File: src/rtl/phy_pkg.sv
// Shared types and group geometry for the receive-side depuncturing path.
package phy_pkg;

  localparam int MAX_BITS_DEF = 288;

  typedef enum logic [1:0] {
    MODE_R12 = 2'd0,
    MODE_R34 = 2'd1,
    MODE_R23 = 2'd2
  } mode_e;

  typedef struct packed {
    logic b;
    logic a;
  } pair_t;

  // Mode code 3 is reserved and behaves like rate 1/2.
  function automatic mode_e to_mode(input logic [1:0] code);
    case (code)
      2'd1:    return MODE_R34;
      2'd2:    return MODE_R23;
      default: return MODE_R12;
    endcase
  endfunction

  function automatic logic [1:0] pairs_per_group(input mode_e m);
    case (m)
      MODE_R34: return 2'd3;
      MODE_R23: return 2'd2;
      default:  return 2'd1;
    endcase
  endfunction

  function automatic logic [2:0] bits_per_group(input mode_e m);
    case (m)
      MODE_R34: return 3'd4;
      MODE_R23: return 3'd3;
      default:  return 3'd2;
    endcase
  endfunction

endpackage

File: src/rtl/s2p_bit_buffer.sv
// Circular single-bit buffer with a two-bit look-ahead read port and an
// occupancy count; the reader may consume 0, 1 or 2 bits per cycle.
module s2p_bit_buffer #(
  parameter int MAX_BITS = 288,
  localparam int PTR_W = $clog2(MAX_BITS),
  localparam int CNT_W = $clog2(MAX_BITS + 1)
) (
  input  logic             clock,
  input  logic             reset,
  input  logic             wr_en,
  input  logic             wr_bit,
  input  logic [1:0]       rd_num,
  output logic             wr_accept,
  output logic [1:0]       rd_bits,
  output logic [CNT_W-1:0] count,
  output logic             empty
);

  logic             mem [MAX_BITS];
  logic [PTR_W-1:0] wr_ptr_q, wr_ptr_d;
  logic [PTR_W-1:0] rd_ptr_q, rd_ptr_d;
  logic [PTR_W-1:0] rd_ptr_1, rd_ptr_2;
  logic [CNT_W-1:0] count_q, count_d;

  function automatic logic [PTR_W-1:0] ptr_inc(input logic [PTR_W-1:0] p);
    return (p == PTR_W'(MAX_BITS - 1)) ? '0 : p + PTR_W'(1);
  endfunction

  assign rd_ptr_1  = ptr_inc(rd_ptr_q);
  assign rd_ptr_2  = ptr_inc(rd_ptr_1);
  assign wr_accept = wr_en && (count_q != CNT_W'(MAX_BITS));
  assign rd_bits   = {mem[rd_ptr_1], mem[rd_ptr_q]};
  assign count     = count_q;
  assign empty     = (count_q == '0);

  always_comb begin
    wr_ptr_d = wr_ptr_q;
    rd_ptr_d = rd_ptr_q;
    if (wr_accept) wr_ptr_d = ptr_inc(wr_ptr_q);
    case (rd_num)
      2'd1:    rd_ptr_d = rd_ptr_1;
      2'd2:    rd_ptr_d = rd_ptr_2;
      default: rd_ptr_d = rd_ptr_q;
    endcase
    count_d = count_q + CNT_W'(wr_accept) - CNT_W'(rd_num);
  end

  always_ff @(posedge clock or negedge reset) begin
    if (!reset) begin
      wr_ptr_q <= '0;
      rd_ptr_q <= '0;
      count_q  <= '0;
    end else begin
      wr_ptr_q <= wr_ptr_d;
      rd_ptr_q <= rd_ptr_d;
      count_q  <= count_d;
    end
  end

  // NOTE: storage is deliberately not reset; the count gates every read, so
  // stale contents are never observed and the array can map to plain RAM.
  always_ff @(posedge clock) begin
    if (wr_accept) mem[wr_ptr_q] <= wr_bit;
  end

endmodule

File: src/rtl/depuncture_s2p.sv
// Serial-to-parallel depuncturer: buffers coded bits and emits {B,A} pairs,
// re-inserting a dummy bit wherever rate-3/4 or rate-2/3 puncturing removed one.
module depuncture_s2p
  import phy_pkg::*;
#(
  parameter int   MAX_BITS = MAX_BITS_DEF,
  parameter logic DUMMY    = 1'b0
) (
  input  logic       clock,
  input  logic       reset,
  input  logic       data_in,
  input  logic       data_in_valid,
  input  logic [1:0] mode,
  input  logic       read_en,
  output logic [1:0] data_out,
  output logic       data_out_valid
);

  localparam int CNT_W = $clog2(MAX_BITS + 1);

  logic             wr_accept;
  logic [1:0]       rd_bits;
  logic [1:0]       rd_num;
  logic [CNT_W-1:0] count;
  logic             empty;

  mode_e      mode_q, mode_d;
  logic [1:0] phase_q, phase_d;
  pair_t      data_q, data_d;
  logic       valid_q, valid_d;

  logic [1:0] need;
  pair_t      pair;
  logic       fire;

  s2p_bit_buffer #(.MAX_BITS(MAX_BITS)) u_buf (
    .clock     (clock),
    .reset     (reset),
    .wr_en     (data_in_valid),
    .wr_bit    (data_in),
    .rd_num    (rd_num),
    .wr_accept (wr_accept),
    .rd_bits   (rd_bits),
    .count     (count),
    .empty     (empty)
  );

  // Which bits the current group position needs and how the pair is formed.
  always_comb begin
    need   = 2'd2;
    pair.b = rd_bits[1];
    pair.a = rd_bits[0];
    if (phase_q != 2'd0) begin
      need = 2'd1;
      if (mode_q == MODE_R34 && phase_q == 2'd2) begin
        pair.b = rd_bits[0];
        pair.a = DUMMY;
      end else begin
        pair.b = DUMMY;
        pair.a = rd_bits[0];
      end
    end
  end

  assign fire   = read_en && (count >= CNT_W'(need));
  assign rd_num = fire ? need : 2'd0;

  // An empty buffer with the consumer idle ends the stream; an empty buffer
  // while read_en is high is starvation, which must keep the group position.
  always_comb begin
    mode_d  = mode_q;
    phase_d = phase_q;
    data_d  = data_q;
    valid_d = fire;
    if (wr_accept && empty && phase_q == 2'd0) mode_d = to_mode(mode);
    if (fire) begin
      data_d  = pair;
      phase_d = (phase_q == pairs_per_group(mode_q) - 2'd1) ? 2'd0 : phase_q + 2'd1;
    end else if (empty && !read_en) begin
      phase_d = 2'd0;
    end
  end

  always_ff @(posedge clock or negedge reset) begin
    if (!reset) begin
      mode_q  <= MODE_R12;
      phase_q <= 2'd0;
      data_q  <= '0;
      valid_q <= 1'b0;
    end else begin
      mode_q  <= mode_d;
      phase_q <= phase_d;
      data_q  <= data_d;
      valid_q <= valid_d;
    end
  end

  assign data_out       = data_q;
  assign data_out_valid = valid_q;

endmodule

File: config.mk
export PLATFORM = sky130hd
export DESIGN_NAME = depuncture_s2p
export DESIGN_NICKNAME = d
export VERILOG_FILES = /design/src/rtl/phy_pkg.sv /design/src/rtl/s2p_bit_buffer.sv /design/src/rtl/depuncture_s2p.sv
export SDC_FILE = /design/constraint.sdc
export NUM_CORES = 1
export LEC_CHECK = 0
export BUFFER_PORTS_ARGS = -buffer_cell sky130_fd_sc_hd__buf_2
export CAP_MARGIN = 20
export CORE_MARGIN = 8
export CORE_UTILIZATION = 55
export CTS_BUF_LIST = sky130_fd_sc_hd__clkbuf_4 sky130_fd_sc_hd__clkbuf_8 sky130_fd_sc_hd__clkbuf_16
export CTS_CLUSTER_SIZE = 8
export DETAILED_ROUTE_END_ITERATION = 7
export GPL_ROUTABILITY_DRIVEN = 1
export PLACE_DENSITY = 0.71
export SETUP_SLACK_MARGIN = 0.2
export SLEW_MARGIN = 20
export SYNTH_ARGS = -nofsm -noshare
export SYNTH_HDL_FRONTEND = slang
export SYNTH_HIERARCHICAL = 1
export SYNTH_SLANG_ARGS = --single-unit
File: constraint.sdc
create_clock -name clock -period 4.3 [get_ports clock]
set_clock_uncertainty 0.05 [all_clocks]
set_input_delay 0.86 -clock clock [delete_from_list [all_inputs] [get_ports clock]]
set_output_delay 0.86 -clock clock [all_outputs]
set_load 0.1 [all_outputs]
==> reports/summary.txt <==
Fmax - 254 MHz
Post-Syn Area - 17600 sq um
Largest net degree at the start of global routing - 144
Antenna Nets Post-Route - 0
Core Rows - 65
Final worst-path cycle share - 91.5%
Via/cell ratio - 6.86
WHS - 0.344 ns
Nets@finish - 1518
P&R area growth vs syn - 11.7%
Wire length per cell - 26.5 um
Setup TNS Final - 0 ns
Max FO, Critical Path - 57
Final setup viols - 0
Critical path arrival - 4.34 ns
Die Wd - 195 um
Finished Layout Cells - 1918
Final worst slack - 0.364 ns
PortBufs - 9
I/O pins - 10
Yosys reg bits - 322
CTS tree - yes
Most frequent cells in the layout - nor2_1 (320), edfxtp_1 (288), nand2_1 (119)
Starting Density - 55.8%
Tot GR Track Use - 26.5%
Req. time, crit path - 4.70 ns
First-pass GRT wire length - 77700 um
Number of inserted diodes - 0
Final Hold Fails - 0
Cells after Synth - 1488
Placed cells - 1837
Die Ht - 195 um
Post-synth EDFFs - 288
Ys flop type - edfxtp_1
Iter 0 DRT Violations - 1876
Seq/Total Area, Yosys - 53.9%
Die area - 38000 sq um
Initial antenna violation count - 0
Power per cell area - 679 nW/um^2
Peak supply drop - 0.000768 V
Share of layout cells above drive strength 1 - 18.5%
HPWL after DPL - 31400 um
Fill cell count - 2393
Clk buf depth - 3
Final GP Congestion - 0.921
Outcome - finished clean
Synth Net Count - 1521
CTS Hold Buffers Added - 0
Syn avg cell area - 11.8 sq um
Slew headroom - 44.8%
Clk_lat worst skew - 0.57 ns
Count of pins over their slew limit - 0
Sink Count - 322
FF-to-FF setup slack - 0.36 ns
DRC - 0
RSZ-0062 raised after global routing - no
Pre-antenna DRT Iters - 7
Core area - 31600 sq um
MaxCap Viol Count - 0
Vias in the first global route - 13100
Commonest non-fill, non-tap cell in the layout - nor2_1
Yosys warnings - 6
CTS H-tree lvls - 2
Worst slew pin tran - 0.828 ns
Fraction of registers with async set/reset - 10.6%
Critical path type - flop to flop
Worst setup SP type - flop
Distinct cell type count after synthesis - 85
Overflow after GRT - 0
CP Capture Type - flop
Routed wire length - 50800 um
P_leak - 6.46 nW
Clk pin slew, worst setup/hold paths - 0.05 ns
Hold WC Path Type - primary input to async pin
CTS Buf Count - 46
Root Buffer Master - clkbuf_16
Vias - 13200
Tmin final - 3.94 ns
Placement Setup Slack - 0.316 ns
==> worst paths after layout <==
kind	startpoint	end	cells after the start
worst max-delay path	u_buf/rd_ptr_q[0]	data_out[1]	10
worst min register to register	data_out[1]	data_out[1]	1
max in group asynchronous	reset	u_buf/rd_ptr_q[1]	1
worst max register to register	u_buf/rd_ptr_q[0]	data_out[1]	10
min in group clock	data_out[1]	data_out[1]	1
worst min-delay path	reset	u_buf/count[1]	1
==> what timing repair did <==
| item | in CTS | in global routing |
|---|---|---|
| buffers inserted | 0 | 1 |
| resized for setup | 0 | 3 |
| hold endpoints to repair | 0 | 0 |
| setup endpoints to repair | 0 | 3 |
==> area by class of cell <==
cell class                      count  area (sq um)  area share [%]
Sequential cell                   322          9510            48.3
Multi-Input combinational cell   1009          7490            38.1
Tap cell                          402           503            2.55
Timing Repair Buffer               73           627            3.18
Clock buffer                       75          1370            6.95
Inverter                           33           124           0.629
Clock inverter                      4          66.3           0.337
==> worst max-delay path, cell delays in order (launching register included) <==
cell      delay [ns]
dfrtp_4         0.45
buf_12          0.30
buf_4           0.41
mux4_2          0.56
mux4_2          0.52
a221oi_1        0.40
nor3_1          0.11
o41a_1          0.53
nand3_1         0.10
o21ai_0         0.07
mux2_4          0.26
==> routing by layer <==
metal | up-vias | wire length, um | global-route usage, %
met5 | - | 0 | 0
met3 | 185 | 5820 | 5.57
li1 | 5578 | - | -
met4 | 0 | 2470 | 12.5
met1 | 6487 | 19100 | 35.0
met2 | 907 | 23400 | 41.8
==> state kept, by name, summed over array words and instances, names as in the netlist <==
| register | cells |
|---|---|
| u_buf/mem | 288 |
| phase_q | 2 |
| mode_q | 2 |
| u_buf/rd_ptr_q | 9 |
| data_out | 2 |
| u_buf/wr_ptr_q | 9 |
| u_buf/count | 9 |
| data_out_valid | 1 |
==> metrics by stage <==
| step | power, mW | area [sq um] | util, % |
|---|---|---|---|
| after floorplan | 7.89 | 17600 | - |
| after global placement | 9.65 | 18200 | 57.7 |
| after detailed placement | 9.72 | 18200 | 57.7 |
| after CTS | 13.3 | 19700 | 62.3 |
| after global routing | 13.9 | 19700 | 62.4 |
| final | 13.4 | 19700 | 62.4 |
==> cell usage after synthesis, types with 4 or more instances <==
cell type  count  area [sq um]
o221ai_1      23           201
nand2b_1      12          75.1
nor3_1        27           135
edfxtp_1     288          8650
nand3_1       45           225
a21oi_1       25           125
nor3b_1        4          30.0
mux2i_1       40           400
dfrtp_1       34           851
o211a_1        4          40.0
clkbuf_1      79           297
a211oi_1      10          75.1
inv_1         31           116
a22o_1         6          52.6
o22ai_1        5          31.3
o21bai_1       4          30.0
nor2_1       320          1200
nand4_1        7          43.8
mux2_2         7          78.8
ha_1          25           313
nand2_1      121           454
xor2_1         9          78.8
nor2b_1        9          56.3
a221oi_1       5          43.8
a31oi_1       21           131
o211ai_1      19           143
mux4_2        98          2210
or3_1          5          31.3
o2bb2ai_1      4          35.0
and3_1        11          68.8
buf_4          7          52.6
buf_1          6          22.5
o311ai_0       6          52.6
o21ai_0       37           185
o2111ai_1      5          43.8
xnor2_1       20           175
buf_6          4          45.0
and2_1         4          25.0
buf_2         27           135
==> kinds of logic (layout without fill, tap and decap cells) <==
group | after synthesis | after routing | synth area share [%]
xor gates and xnor gates | 29 | 29 | 1.44
DFF | 322 | 322 | 53.9
and+or+nand+nor | 585 | 585 | 14.3
muxes | 146 | 146 | 15.3
AOI/OAI and AO/OA | 223 | 223 | 9.29
adders and majority gates | 26 | 26 | 1.89
buffers and inverters | 157 | 185 | 3.86
==> power by group <==
part           internal, mW  switching [mW]  total (mW)
logic                  2.45            3.65        6.10
registers              3.55           0.166        3.72
clock network          2.18            1.37        3.55
total                  8.19            5.19        13.4
(Power assumes the default switching activity.)
